File: src/rtl/core_pkg.sv
// Shared definitions for the load-data path.
// Access-size byte-enable encodings and the datapath word type.
package core_pkg;

   localparam logic [3:0] MASK_B = 4'b0001;
   localparam logic [3:0] MASK_H = 4'b0011;
   localparam logic [3:0] MASK_W = 4'b1111;

   typedef logic [31:0] word_t;

endpackage

File: src/rtl/ld_ext_unit.sv
// Combinational load-data size decode and sign/zero extension.
// Unsupported masks pass the raw word through and raise o_err.
module ld_ext_unit
   import core_pkg::*;
(
   input  word_t      i_data,
   input  logic       i_unsign,
   input  logic [3:0] i_mask,
   output word_t      o_data,
   output logic       o_err
);

   // decode access size from the full mask and extend the selected field
   always_comb begin
      o_data = i_data;
      o_err  = 1'b0;
      case (i_mask)
         MASK_B: begin
            if (i_unsign)
               o_data = {24'h0, i_data[7:0]};
            else
               o_data = {{24{i_data[7]}}, i_data[7:0]};
         end
         MASK_H: begin
            if (i_unsign)
               o_data = {16'h0, i_data[15:0]};
            else
               o_data = {{16{i_data[15]}}, i_data[15:0]};
         end
         MASK_W: o_data = i_data;
         default: begin
            o_data = i_data;
            o_err  = 1'b1;
         end
      endcase
   end

endmodule

File: src/rtl/control_ld.sv
// Load-data extension unit: same-cycle result plus a registered copy
// for a pipelined writeback stage.
module control_ld
   import core_pkg::*;
#(
   parameter int XLEN = 32
) (
   input  logic            i_clk,
   input  logic            i_rst_n,
   input  logic [XLEN-1:0] i_data,
   input  logic            i_unsign,
   input  logic [3:0]      i_mask,
   output logic [XLEN-1:0] o_data,
   output logic [XLEN-1:0] o_data_q,
   output logic            o_err
);

   word_t data_d;
   word_t data_q;
   logic  err_d;

   ld_ext_unit u_ext (
      .i_data   (i_data),
      .i_unsign (i_unsign),
      .i_mask   (i_mask),
      .o_data   (data_d),
      .o_err    (err_d)
   );

   // capture the extended result each cycle; async clear on reset
   always_ff @(posedge i_clk or negedge i_rst_n) begin
      if (!i_rst_n)
         data_q <= '0;
      else
         data_q <= data_d;
   end

   assign o_data   = data_d;
   assign o_err    = err_d;
   assign o_data_q = data_q;

   // an unknown size encoding must never be silently decoded
   a_mask_known : assert property (
      @(posedge i_clk) disable iff (!i_rst_n) !$isunknown(i_mask)
   ) else $error("control_ld: X on i_mask");

endmodule

File: config.mk
export PLATFORM = sky130hd
export DESIGN_NAME = control_ld
export DESIGN_NICKNAME = d
export VERILOG_FILES = /design/src/rtl/core_pkg.sv /design/src/rtl/ld_ext_unit.sv /design/src/rtl/control_ld.sv
export SDC_FILE = /design/constraint.sdc
export NUM_CORES = 1
export LEC_CHECK = 0
export CAP_MARGIN = 0
export CORE_MARGIN = 2
export CORE_UTILIZATION = 33
export CTS_CLUSTER_SIZE = 30
export DETAILED_ROUTE_END_ITERATION = 6
export PLACE_DENSITY = 0.81
export SETUP_SLACK_MARGIN = 0.05
export SYNTH_ARGS = -nofsm -noshare
export SYNTH_HDL_FRONTEND = slang
export SYNTH_SLANG_ARGS = --single-unit
File: constraint.sdc
create_clock -name i_clk -period 2.66 [get_ports i_clk]
set_input_delay 0.798 -clock i_clk [delete_from_list [all_inputs] [get_ports i_clk]]
set_output_delay 0.798 -clock i_clk [all_outputs]
set_load 0.005 [all_outputs]
==> results.cfg <==
[status]
outcome = complete, but fails checks
violations = setup timing

[critical_path]
critPathKind = input port to output pin
startpoint = i_mask[3]
cp-start-kind = input port
cp-endpoint = o_data[12]
cp.required_ns = 1.86
worst_setup_path_end_kind = output pin
crit_fanout = 5
crit_arrival_ns = 2.16

[global_routing]
grt_max_degree = 33
grt-ovfl-total = 0
grt_pass1_vias = 1568
groute.usage.overall_pct = 27.1
grtUsageMet1_pct = 27.0
use_met2_pct = 47.8
grt_pass1_wl_um = 8370
busiest_layer = met2
use_met3_pct = 13.0
antenna_found_initial = 0

[timing]
post-route-min-period_ns = 2.96
fin_ws_ns = -0.297
setup_viol = 24
timing.fmax_mhz = 338
relSlewSlack_pct = 72.5
finalHoldViolations = 0
rsz0062_at_grt = yes
slew_violations = 0
holdWs_ns = 0.962
fin_crit_sh_pct = 111
tightest_slew_ns = 0.412

[logic_synthesis]
ys_seq_elements = 32
ys_top_cells_by_area = dfrtp_1 (61%), o22ai_2 (9.6%), mux2i_1 (6.9%), inv_1 (6.9%), buf_4 (4.6%)
synth_edf_count = 0
yosysMostFrequentCell = dfrtp_1
yosys_warnings = 0
async_flop_share_pct = 100
synth_ff_type = dfrtp_1
yosys-top-cells-count = dfrtp_1 (32), inv_1 (24), o22ai_2 (10)
synth_area_um2 = 1310
yosysTopAreaCell = dfrtp_1
synthDistinctLibCells = 17
synth_top_area_share_pct = 61.1
syn-instance-count = 102
synth_fp_nets = 141
ys_seq_area_share_pct = 61.1
synth.avg_cell_area_um2 = 12.8

[clock_tree]
cts_buffers = 5
clk_path_buf_depth = 2
cts_tree = built
cts-root-buf = clkbuf_8
htreeDepth = 2
clkSlewWorstSetupHoldPaths_ns = 0.08
clock_sinks = 32

[power]
ir_drop_mv = 0.310
power.total_mw = 1.39
powerDensity_nw_per_um2 = 431
leakage_nw = 1.52

[route]
post_drt_wl_per_cell_um = 23.1
drt_wl_total_um = 7210
drt-pass1-iter-count = 4
drt_iter0_markers = 134
vias_per_cell = 4.91
vias = 1533
route.detailed.drc = 0
ant_nets = 0

[place]
dp.cells = 259
pre_cts_slack_ns = -0.887
hpwl_um = 2950
io_buffers = 103
gp_congestion = 0.700

[floorplan]
rows = 22
fp.dieH_um = 67.0
start_util_pct = 35.0
io_pins = 104
dieArea_um2 = 4490
core_um2 = 3740
die_w_um = 67.0

[min_path]
hold_path.class = input port to asynchronous set/reset pin

[layout]
drive_gt1_share_pct = 48.5
nets = 303
area_delta_synth_final_pct = 145
n_antenna_cell = 0
fillers = 154
fin_cells = 312
largest_reg_flops = 32

[job]
drv_cap = 0
[cell type report]
type,count,area [µm²],area share (%)
Inverter,24,90.1,2.80
Timing Repair Buffer,168,1610,50.1
Clock buffer,7,96.3,3.00
Sequential cell,32,801,24.9
Tap cell,48,60.1,1.87
Multi-Input combinational cell,33,554,17.3
[per-stage QoR]
step	util (%)	area [µm²]	TNS, ns
final	85.8	3210	-5.22
after CTS	79.9	2990	-1.61
after global routing	85.8	3210	-5.82
after detailed placement	66.1	2480	-18.96
after global placement	66.1	2480	-18.31
after floorplan	-	1310	0
[report_power, final]
part	switching [mW]	internal, mW	total, mW
Combinational	0.174	0.264	0.438
Clock	0.188	0.231	0.419
Sequential	0.0109	0.518	0.528
Total	0.373	1.01	1.39
[per-layer routing]
layer | vias up | wire length, µm | part of all wire (%)
li1 | 651 | - | -
met1 | 739 | 2510 | 35
met2 | 121 | 3620 | 50
met3 | 22 | 841 | 12
met4 | 0 | 237 | 3.3
met5 | - | 0 | 0
[cells in the final DEF, fill, tap and decap left out, types with 2 or more instances in the layout]
master           instances
buf_12                   5
buf_2                   24
buf_4                   33
buf_6                   28
buf_8                    2
clkbuf_8                 7
clkdlybuf4s50_1         68
dfrtp_1                 32
dlygate4sd2_1            3
dlymetal6s2s_1           3
inv_1                   24
mux2i_1                  3
mux2i_2                  2
mux2i_4                  4
o22ai_4                 15
or4b_4                   2
[cell families after synthesis]
logic type / synth area share, %
muxes: 6.88
and+or+nand+nor: 3.92
DFF: 61.1
buffers and inverters: 15.3
AOI/OAI and AO/OA: 12.8
[critical path, cell delays in order]
cell and delay [ns]:
buf_8 0.10, buf_6 0.12, nor4b_4 0.34, buf_6 0.18, buf_4 0.11, mux2i_1 0.31, buf_2 0.19
[repair_timing]
action | in CTS | in global routing
hold endpoints to repair | 0 | 0
buffers inserted | 32 | 11
gates cloned | 2 | 1
endpoints found under the setup margin | 26 | 27
hold buffers | 0 | 0
resized for setup | 167 | 25
pin swaps | 6 | 4
[worst min path at each step]
| stage | cells after the start | startpoint | end |
|---|---|---|---|
| 2_1_floorplan | 0 | i_rst_n | o_data_q[0] |
| 3_3_place_gp | 2 | i_rst_n | o_data_q[8] |
| 3_5_place_dp | 2 | i_rst_n | o_data_q[24] |
| 4_1_cts | 2 | i_rst_n | o_data_q[24] |
| 5_1_grt | 1 | i_data[1] | o_data_q[1] |
| 6_report | 2 | i_rst_n | o_data_q[15] |
(Power assumes the default switching activity.)
